## src/rtl/game_level_sequencer.sv

```systemverilog
// Level sequencer for the game: walks levels 1..MAX_LEVEL, derives goal and time budget,
// and handles lives, pause/resume and the won/over outcomes.
module game_level_sequencer #(
   parameter int MAX_LEVEL       = 5,
   parameter int LEVEL_W         = 3,
   parameter int SCORE_W         = 14,
   parameter int TIME_W          = 8,
   parameter int INIT_GOAL       = 200,
   parameter int GOAL_DT         = 10,
   parameter int INIT_TIME       = 60,
   parameter int TIME_DT         = 5,
   parameter int MIN_TIME        = 20,
   parameter int LIVES           = 3,
   parameter int START_PULSE_LEN = 3
) (
   input  logic               clk,
   input  logic               resetN,
   input  logic [SCORE_W-1:0] score,
   input  logic               next_level,
   input  logic               skip_level,
   input  logic               pause_req,
   input  logic               level_ended,
   output logic               start_level,
   output logic [LEVEL_W-1:0] level_num,
   output logic [SCORE_W-1:0] goal,
   output logic [TIME_W-1:0]  timer_time,
   output logic [2:0]         lives_left,
   output logic               paused,
   output logic               level_passed,
   output logic               game_over,
   output logic               game_won
);

   localparam int CNT_W = (START_PULSE_LEN > 1) ? $clog2(START_PULSE_LEN) : 1;
   localparam logic [CNT_W-1:0]   CNT_LOAD   = CNT_W'(START_PULSE_LEN - 1);
   localparam logic [LEVEL_W-1:0] LAST_LEVEL = LEVEL_W'(MAX_LEVEL);
   localparam logic [LEVEL_W-1:0] LEVEL_ONE  = LEVEL_W'(1);
   localparam logic [2:0]         LIVES_INIT = 3'(LIVES);

   typedef enum logic [3:0] {
      S_IDLE,
      S_INIT,
      S_START,
      S_PLAY,
      S_PAUSE,
      S_EVAL,
      S_WAIT_NEXT,
      S_RETRY,
      S_GAME_WON,
      S_GAME_OVER
   } state_t;

   state_t             state;
   logic [CNT_W-1:0]   counter;
   logic [LEVEL_W-1:0] target_level;
   logic               next_prev;
   logic               skip_prev;
   logic               pause_prev;
   logic               next_pulse;
   logic               skip_pulse;
   logic               pause_pulse;

   assign next_pulse  = next_level & ~next_prev;
   assign skip_pulse  = skip_level & ~skip_prev;
   assign pause_pulse = pause_req  & ~pause_prev;

   // Wide intermediate arithmetic so large parameters saturate instead of wrapping.
   function automatic logic [SCORE_W-1:0] goal_of(input logic [LEVEL_W-1:0] lvl);
      logic [47:0] steps;
      logic [47:0] sum;
      steps = (lvl == '0) ? 48'd0 : (48'(lvl) - 48'd1);
      sum   = 48'(INIT_GOAL) + 48'(GOAL_DT) * steps;
      if (sum > 48'({SCORE_W{1'b1}}))
         goal_of = '1;
      else
         goal_of = SCORE_W'(sum);
   endfunction

   function automatic logic [TIME_W-1:0] time_of(input logic [LEVEL_W-1:0] lvl);
      logic [47:0] steps;
      logic [47:0] dec;
      logic [47:0] t;
      steps = (lvl == '0) ? 48'd0 : (48'(lvl) - 48'd1);
      dec   = 48'(TIME_DT) * steps;
      if ((dec >= 48'(INIT_TIME)) || ((48'(INIT_TIME) - dec) < 48'(MIN_TIME)))
         t = 48'(MIN_TIME);
      else
         t = 48'(INIT_TIME) - dec;
      if (t > 48'({TIME_W{1'b1}}))
         time_of = '1;
      else
         time_of = TIME_W'(t);
   endfunction

   always_ff @(posedge clk) begin
      if (!resetN) begin
         state        <= S_IDLE;
         counter      <= '0;
         target_level <= '0;
         next_prev    <= 1'b0;
         skip_prev    <= 1'b0;
         pause_prev   <= 1'b0;
         start_level  <= 1'b0;
         level_num    <= '0;
         goal         <= '0;
         timer_time   <= '0;
         lives_left   <= '0;
         paused       <= 1'b0;
         level_passed <= 1'b0;
         game_over    <= 1'b0;
         game_won     <= 1'b0;
      end else begin
         next_prev  <= next_level;
         skip_prev  <= skip_level;
         pause_prev <= pause_req;

         case (state)
            S_IDLE: begin
               if (next_pulse) begin
                  target_level <= LEVEL_ONE;
                  lives_left   <= LIVES_INIT;
                  state        <= S_INIT;
               end
            end

            S_INIT: begin
               level_num   <= target_level;
               goal        <= goal_of(target_level);
               timer_time  <= time_of(target_level);
               counter     <= CNT_LOAD;
               start_level <= 1'b1;
               state       <= S_START;
            end

            S_START: begin
               if (counter == '0) begin
                  start_level <= 1'b0;
                  state       <= S_PLAY;
               end else begin
                  counter <= counter - 1'b1;
               end
            end

            // A skip at the last level falls through to the lower-priority checks.
            S_PLAY: begin
               if (skip_pulse && (level_num < LAST_LEVEL)) begin
                  target_level <= level_num + LEVEL_ONE;
                  state        <= S_INIT;
               end else if (level_ended) begin
                  state <= S_EVAL;
               end else if (pause_pulse) begin
                  paused <= 1'b1;
                  state  <= S_PAUSE;
               end
            end

            S_PAUSE: begin
               if (pause_pulse) begin
                  paused <= 1'b0;
                  state  <= S_PLAY;
               end
            end

            S_EVAL: begin
               if (score >= goal) begin
                  if (level_num < LAST_LEVEL) begin
                     level_passed <= 1'b1;
                     state        <= S_WAIT_NEXT;
                  end else begin
                     game_won <= 1'b1;
                     state    <= S_GAME_WON;
                  end
               end else if (lives_left > 3'd1) begin
                  lives_left <= lives_left - 3'd1;
                  state      <= S_RETRY;
               end else begin
                  lives_left <= '0;
                  game_over  <= 1'b1;
                  state      <= S_GAME_OVER;
               end
            end

            S_WAIT_NEXT: begin
               if (next_pulse) begin
                  level_passed <= 1'b0;
                  target_level <= level_num + LEVEL_ONE;
                  state        <= S_INIT;
               end
            end

            S_RETRY: begin
               if (next_pulse) begin
                  target_level <= level_num;
                  state        <= S_INIT;
               end
            end

            S_GAME_WON, S_GAME_OVER: begin
               if (next_pulse) begin
                  level_num    <= '0;
                  goal         <= '0;
                  timer_time   <= '0;
                  lives_left   <= '0;
                  paused       <= 1'b0;
                  level_passed <= 1'b0;
                  game_over    <= 1'b0;
                  game_won     <= 1'b0;
                  state        <= S_IDLE;
               end
            end

            default: begin
               state <= S_IDLE;
            end
         endcase
      end
   end

endmodule
```

## config.mk

```make
export PLATFORM = sky130hd
export DESIGN_NAME = game_level_sequencer
export DESIGN_NICKNAME = d
export VERILOG_FILES = /design/src/rtl/game_level_sequencer.sv
export SDC_FILE = /design/constraint.sdc
export NUM_CORES = 1
export LEC_CHECK = 0
export BUFFER_PORTS_ARGS = -buffer_cell sky130_fd_sc_hd__buf_2
export CAP_MARGIN = 20
export CORE_MARGIN = 5
export CORE_UTILIZATION = 32
export DETAILED_ROUTE_END_ITERATION = 8
export PLACE_DENSITY_LB_ADDON = 0.1
export RECOVER_POWER = 50
export SLEW_MARGIN = 20
export SYNTH_ARGS = -nofsm -noshare
export SYNTH_HDL_FRONTEND = slang
export SYNTH_SLANG_ARGS = --single-unit
```

## constraint.sdc

```tcl
create_clock -name clk -period 4 [get_ports clk]
set_input_delay 0.4 -clock clk [delete_from_list [all_inputs] [get_ports clk]]
set_output_delay 0.4 -clock clk [all_outputs]
set_load 0.02 [all_outputs]
```

==> results.json, run 1 <==
{
  "grt_remaining_overflow": 0,
  "power_frac_seq": 0.314,
  "dominant_cell_by_count_in_the_synthesized_netlist": "dfxtp_1",
  "worstPathMaxFanout": 13,
  "drt-pass1-iter-count": 4,
  "crit_path_cell_trace": "nor2_1 -> ha_1 -> nor2_2 -> inv_2 -> nor3_2 -> inv_2 -> xnor2_1 -> fa_1 -> or4b_1 -> o211ai_1 -> a211oi_1",
  "synth_top_cell_area_share": 0.300,
  "detailedPlacementHpwl_mm": 5.22,
  "routed_via_density": 5.22,
  "dominant_cell_type_by_area_after_synthesis": "dfxtp_1",
  "vdd_ir_drop_max_mv": 0.330,
  "grt.total_usage": 0.137,
  "finClkSkew_ps": 11.1,
  "worst_slew_pin_slew_ps": 960,
  "nets_in_the_synthesized_netlist": 390,
  "placed_cells": 478,
  "cts_num_sinks": 41,
  "critical_path_arrival_ps": 3440,
  "clk-insertion-delay-late_ps": 300,
  "path_common_cell": "inv_2",
  "final_area_um2": 3140,
  "startpoint_type": "register",
  "hold_crit_path_type": "input port to register",
  "cts_tree": "yes",
  "cts.root.buffer_cell": "clkbuf_8",
  "gpl.final_weighted_congestion": 0.806,
  "via_count_of_the_first_global_routing_pass": 2360,
  "htree_levels": 2,
  "power.share.clock": 0.188,
  "rows": 33,
  "power.switching_fraction": 0.452,
  "hold_buffers": 0,
  "syn-instance-count": 344,
  "num_antenna_cells": 0,
  "grt_antenna_before_repair": 0,
  "finalCoreUtilization": 0.380,
  "pin_count": 53,
  "grt_first_pass_wirelength_mm": 11.5,
  "synth_async_sr_flop_share": 0,
  "maxSlewViolCount": 0,
  "clkTransAtPathRegs_ps": 90,
  "run_status": "completed",
  "commonest_cells_in_the_netlist": "dfxtp_1, a21oi_1, nand2_1, ha_1, nor2_1",
  "slowest_cell_delay_on_critical_path_ps": 590,
  "cp-end-kind": "register",
  "core_area_um2": 8260,
  "cts-buffers-inserted": 5,
  "finalCritPeriodShare": 0.813,
  "area_growth_pct": 14.7,
  "critical_path.slowest_cell": "dfxtp_1",
  "cts_resized": 0,
  "hold_viol": 0,
  "maxClockFrequency_mhz": 307,
  "finalSetupViolCount": 0,
  "dieHeight_um": 102,
  "switching_power_uw": 953,
  "die_w_um": 102,
  "routed_wl_mm": 7.07,
  "synthDistinctLibCells": 63,
  "critical_path_type": "register to register",
  "cts_max_path_buffers": 2,
  "timing.final.crit_period_ps": 3250,
  "fraction_of_layout_cells_with_a_size_suffix_above_1": 0.113,
  "ys_seq_elements": 41,
  "power_density_nw_per_um2": 672,
  "worst_path_dominant_cell_family": "simple AND/OR/NAND/NOR gates",
  "multiInputGateArea_um2": 1710,
  "vias": 2541,
  "prevailing_post_synth_register_cell": "dfxtp_1",
  "die_area_um2": 10500,
  "netlist_area_um2": 2740,
  "critical_path_buf_inv_count": 2,
  "synth_seq_area_share": 0.300,
  "finalNetCount": 427,
  "slew_headroom": 0.358,
  "leakagePower_uw": 0.00120,
  "n_fill_cell": 935,
  "placedInstanceArea_um2": 3020,
  "synth-edff-count": 0,
  "ant_nets": 0,
  "dr.first_iter.drc_count": 118,
  "drc": 0,
  "buffers_inserted_during_post_cts_setup_optimization": 0,
  "cap_violations": 0,
  "power_report.internal_total_uw": 1160,
  "placement.io_buffers": 52,
  "power.share.combinational": 0.498,
  "seqCellArea_um2": 821,
  "unrepaired_setup_endpoints_after_global_routing": "no",
  "synth.area.top_cells": "dfxtp_1, ha_1, a21oi_1, nand2_1, nor2_1",
  "tns_ps": 0,
  "postSynthAreaPerCell_um2": 7.96,
  "synth.yosys.warnings": 0,
  "worst-endpoint-required_ps": 4190,
  "final_instance_count_excl_fillers": 487,
  "largest_net_degree_at_the_start_of_global_routing": 33,
  "avgRoutedWirePerCell_um": 14.5,
  "floorplan.initialDensity": 0.332
}
sequential cells by signal, summed over array words and instances (netlist names):
signal,cells
pause_prev,1
state,4
paused,1
target_level,3
start_level,1
level_num,3
game_won,1
counter,2
game_over,1
next_prev,1
lives_left,3
goal,11
level_passed,1
skip_prev,1
timer_time,7
worst register-to-register path: stages (launching register included):
cell and delay, ps:
dfxtp_1 590, nor2_1 160, ha_1 260, nor2_2 170
inv_2 60, nor3_2 290, inv_2 140, xnor2_1 170
fa_1 570, or4b_1 550, o211ai_1 100, a211oi_1 90
kinds of logic after synthesis:
group                      share of synthesized area
AOI/OAI and AO/OA                              0.263
xor gates and xnor gates                      0.0192
adders and majority gates                      0.122
buffers and inverters                         0.0754
DFF                                            0.300
muxes                                        0.00731
other                                        0.00137
and+or+nand+nor                                0.213
power groups by stage:
| stage | sequential (uW) | clock (uW) | combinational, uW |
|---|---|---|---|
| floorplan | 700 | 0 | 780 |
| global placement | 667 | 0 | 1070 |
| detailed placement | 669 | 0 | 1080 |
| CTS | 659 | 414 | 1080 |
| global route | 684 | 430 | 1190 |
| finish | 662 | 397 | 1050 |
path summary, 6_finish.rpt:
kind | from | end | slack (ps) | depth (start not counted)
min reg2reg | start_level | start_level | 470 | 2
max reg2reg | target_level[1] | timer_time[5] | 750 | 11
max | target_level[1] | timer_time[5] | 750 | 11
min | pause_req | pause_prev | 320 | 2
cell type report:
class	count	share of cell area
multi-input combinational	255	0.545
sequential	41	0.261
timing repair buffer	54	0.0805
tap	105	0.0418
inverter	24	0.0287
clock buffer	5	0.0219
clock inverter	3	0.0207
metrics by stage:
step                hold slack [ps]  setup slack [ps]  total power (uW)
finish                          323               747              2110
global route                    318               486              2300
CTS                             312               699              2160
detailed placement              459               695              1750
global placement                455               807              1740
floorplan                       482               932              1480
metal layers:
layer  track usage  vias up  wire length (um)
met5             0        -                 0
met4        0.0303        0                29
met3        0.0257        2               434
met2         0.222       58              3100
met1         0.189     1176              3500
li1              -     1305                 -
placed cells by master, fill, tap and decap left out, drive strengths merged, types with 4 or more instances in the layout:
cell type / n
nor2b: 6
a21oi: 37
o21ai: 14
a31oi: 10
a211oi: 11
nand3: 8
and2: 5
nand2b: 7
nor2: 26
nor3: 14
or3: 4
clkbuf: 39
nand2: 30
inv: 23
xnor2: 4
dfxtp: 41
a311oi: 8
o22ai: 4
buf: 20
ha: 25
Note: power is estimated with default switching activity, not from simulation.
==> run 2: changes to the inputs <==
Clock period 4 ns to 3 ns, I/O delays scaled along.
==> results.json, run 2 (synthesized netlist as in run 1, its figures left out) <==
{
  "finalCoreUtilization": 0.377,
  "cts.root.buffer_cell": "clkbuf_8",
  "regToRegSetupSlack_ps": 440,
  "area_growth_pct": 13.8,
  "fraction_of_layout_cells_with_a_size_suffix_above_1": 0.121,
  "timing.final.crit_period_ps": 2560,
  "cap_violations": 0,
  "clkTransAtPathRegs_ps": 80,
  "leakagePower_uw": 0.00120,
  "finalSetupViolCount": 0,
  "clk-insertion-delay-late_ps": 290,
  "dr.first_iter.drc_count": 108,
  "slew_headroom": 0.535,
  "maxSlewViolCount": 0,
  "placement.io_buffers": 52,
  "critical_path_type": "register to register",
  "routed_via_density": 5.20,
  "num_antenna_cells": 0,
  "finalCritPeriodShare": 0.855,
  "grt_first_pass_wirelength_mm": 11.8,
  "worst_path_dominant_cell_family": "adder cells",
  "die_w_um": 102,
  "cp-end-kind": "register",
  "via_count_of_the_first_global_routing_pass": 2431,
  "hold_buffers": 0,
  "critical_path.slowest_cell": "fa_1",
  "routed_wl_mm": 7.04,
  "grt_antenna_before_repair": 0,
  "cts_tree": "yes",
  "cts-buffers-inserted": 5,
  "worst-endpoint-required_ps": 3210,
  "maxClockFrequency_mhz": 390,
  "registers.top_by_ff_count": "goal",
  "drc": 0,
  "avgRoutedWirePerCell_um": 14.3,
  "cts_max_path_buffers": 2,
  "rows": 33,
  "ant_nets": 0,
  "die_area_um2": 10500,
  "path_common_cell": "inv_2",
  "cts_num_sinks": 41,
  "largest_register_ff_count": 11,
  "drt-pass1-iter-count": 4,
  "grt_remaining_overflow": 0,
  "finalNetCount": 433,
  "vdd_ir_drop_max_mv": 0.333,
  "hp-start": "pause_req",
  "largest_net_degree_at_the_start_of_global_routing": 27,
  "worstPathMaxFanout": 7,
  "unrepaired_setup_endpoints_after_global_routing": "no",
  "detailedPlacementHpwl_mm": 5.42,
  "crit_path_cell_trace": "inv_1 -> ha_1 -> nor2_2 -> inv_2 -> nor3_2 -> inv_2 -> a21boi_0 -> fa_1 -> and2_1 -> nor2_1 -> o22ai_1 -> a311oi_1",
  "startpoint_type": "register",
  "finClkSkew_ps": 2.82,
  "crit-reg2reg-launch": "target_level[2]",
  "htree_levels": 2,
  "gpl.final_weighted_congestion": 0.809,
  "slowest_cell_delay_on_critical_path_ps": 510,
  "final_instance_count_excl_fillers": 492,
  "run_status": "completed",
  "hold_viol": 0,
  "core_area_um2": 8260,
  "cts_resized": 0,
  "tns_ps": 0,
  "placed_cells": 485,
  "dieHeight_um": 102,
  "pin_count": 53,
  "grt.total_usage": 0.139,
  "layout.cells.most_common_list": "dfxtp_1, a21oi_1, clkbuf_1, nand2_1",
  "layout_top_registers": "goal: 11 flops, timer_time: 7 flops, state: 4 flops",
  "critical_path_buf_inv_count": 3,
  "worst_slew_pin_slew_ps": 697,
  "critPathLaunch": "target_level[2]",
  "power_density_nw_per_um2": 852,
  "commonest_non_fill_non_tap_cell_in_the_layout": "dfxtp_1",
  "floorplan.initialDensity": 0.332,
  "critical_path_arrival_ps": 2770,
  "buffers_inserted_during_post_cts_setup_optimization": 0,
  "hold_crit_path_type": "input port to register",
  "vias": 2559
}
[run 2: power breakdown]
group | switching [uW] | internal, uW | total [uW]
Clock | 187 | 183 | 370
Combinational | 889 | 526 | 1410
Sequential | 175 | 694 | 869
Total | 1250 | 1400 | 2650
[run 2: worst reg2reg max path, stage by stage (launching register included)]
cell and delay [ps]:
dfxtp_1 330, inv_1 60, ha_1 240, nor2_2 170, inv_2 60, nor3_2 160, inv_2 100, a21boi_0 260
fa_1 510, and2_1 180, nor2_1 80, o22ai_1 80, a311oi_1 240
[run 2: area by class of cell]
class | instances | area [um2]
well taps | 105 | 131
inverters | 24 | 90.1
repair buffers | 60 | 278
multi-input cells | 255 | 1710
clock buffers | 7 | 86.3
flip-flops and latches | 41 | 821
fillers | 883 | 5140
[run 2: path summary, 6_finish.rpt]
kind | end | cells past startpoint
worst max-delay path | goal[7] | 12
worst min-delay path | pause_prev | 2
worst max register to register | goal[7] | 12
worst min register to register | start_level | 2
[run 2: metrics by stage]
step	area, um2	total power [uW]	hold WS [ps]	worst slack [ps]
2_1_floorplan	2740	1970	422	39.2
3_3_place_gp	3070	2330	455	491
3_5_place_dp	3070	2340	458	401
4_1_cts	3160	2730	210	395
5_1_grt	3120	2910	230	189
6_report	3120	2650	219	435
[run 2: routing by layer]
layer	track usage	wire, um	share of wire	vias up
li1	-	-	-	1318
met1	0.190	3440	0.49	1170
met2	0.222	3070	0.44	63
met3	0.0250	419	0.060	8
met4	0.0424	102	0.014	0
met5	0	0	0	-
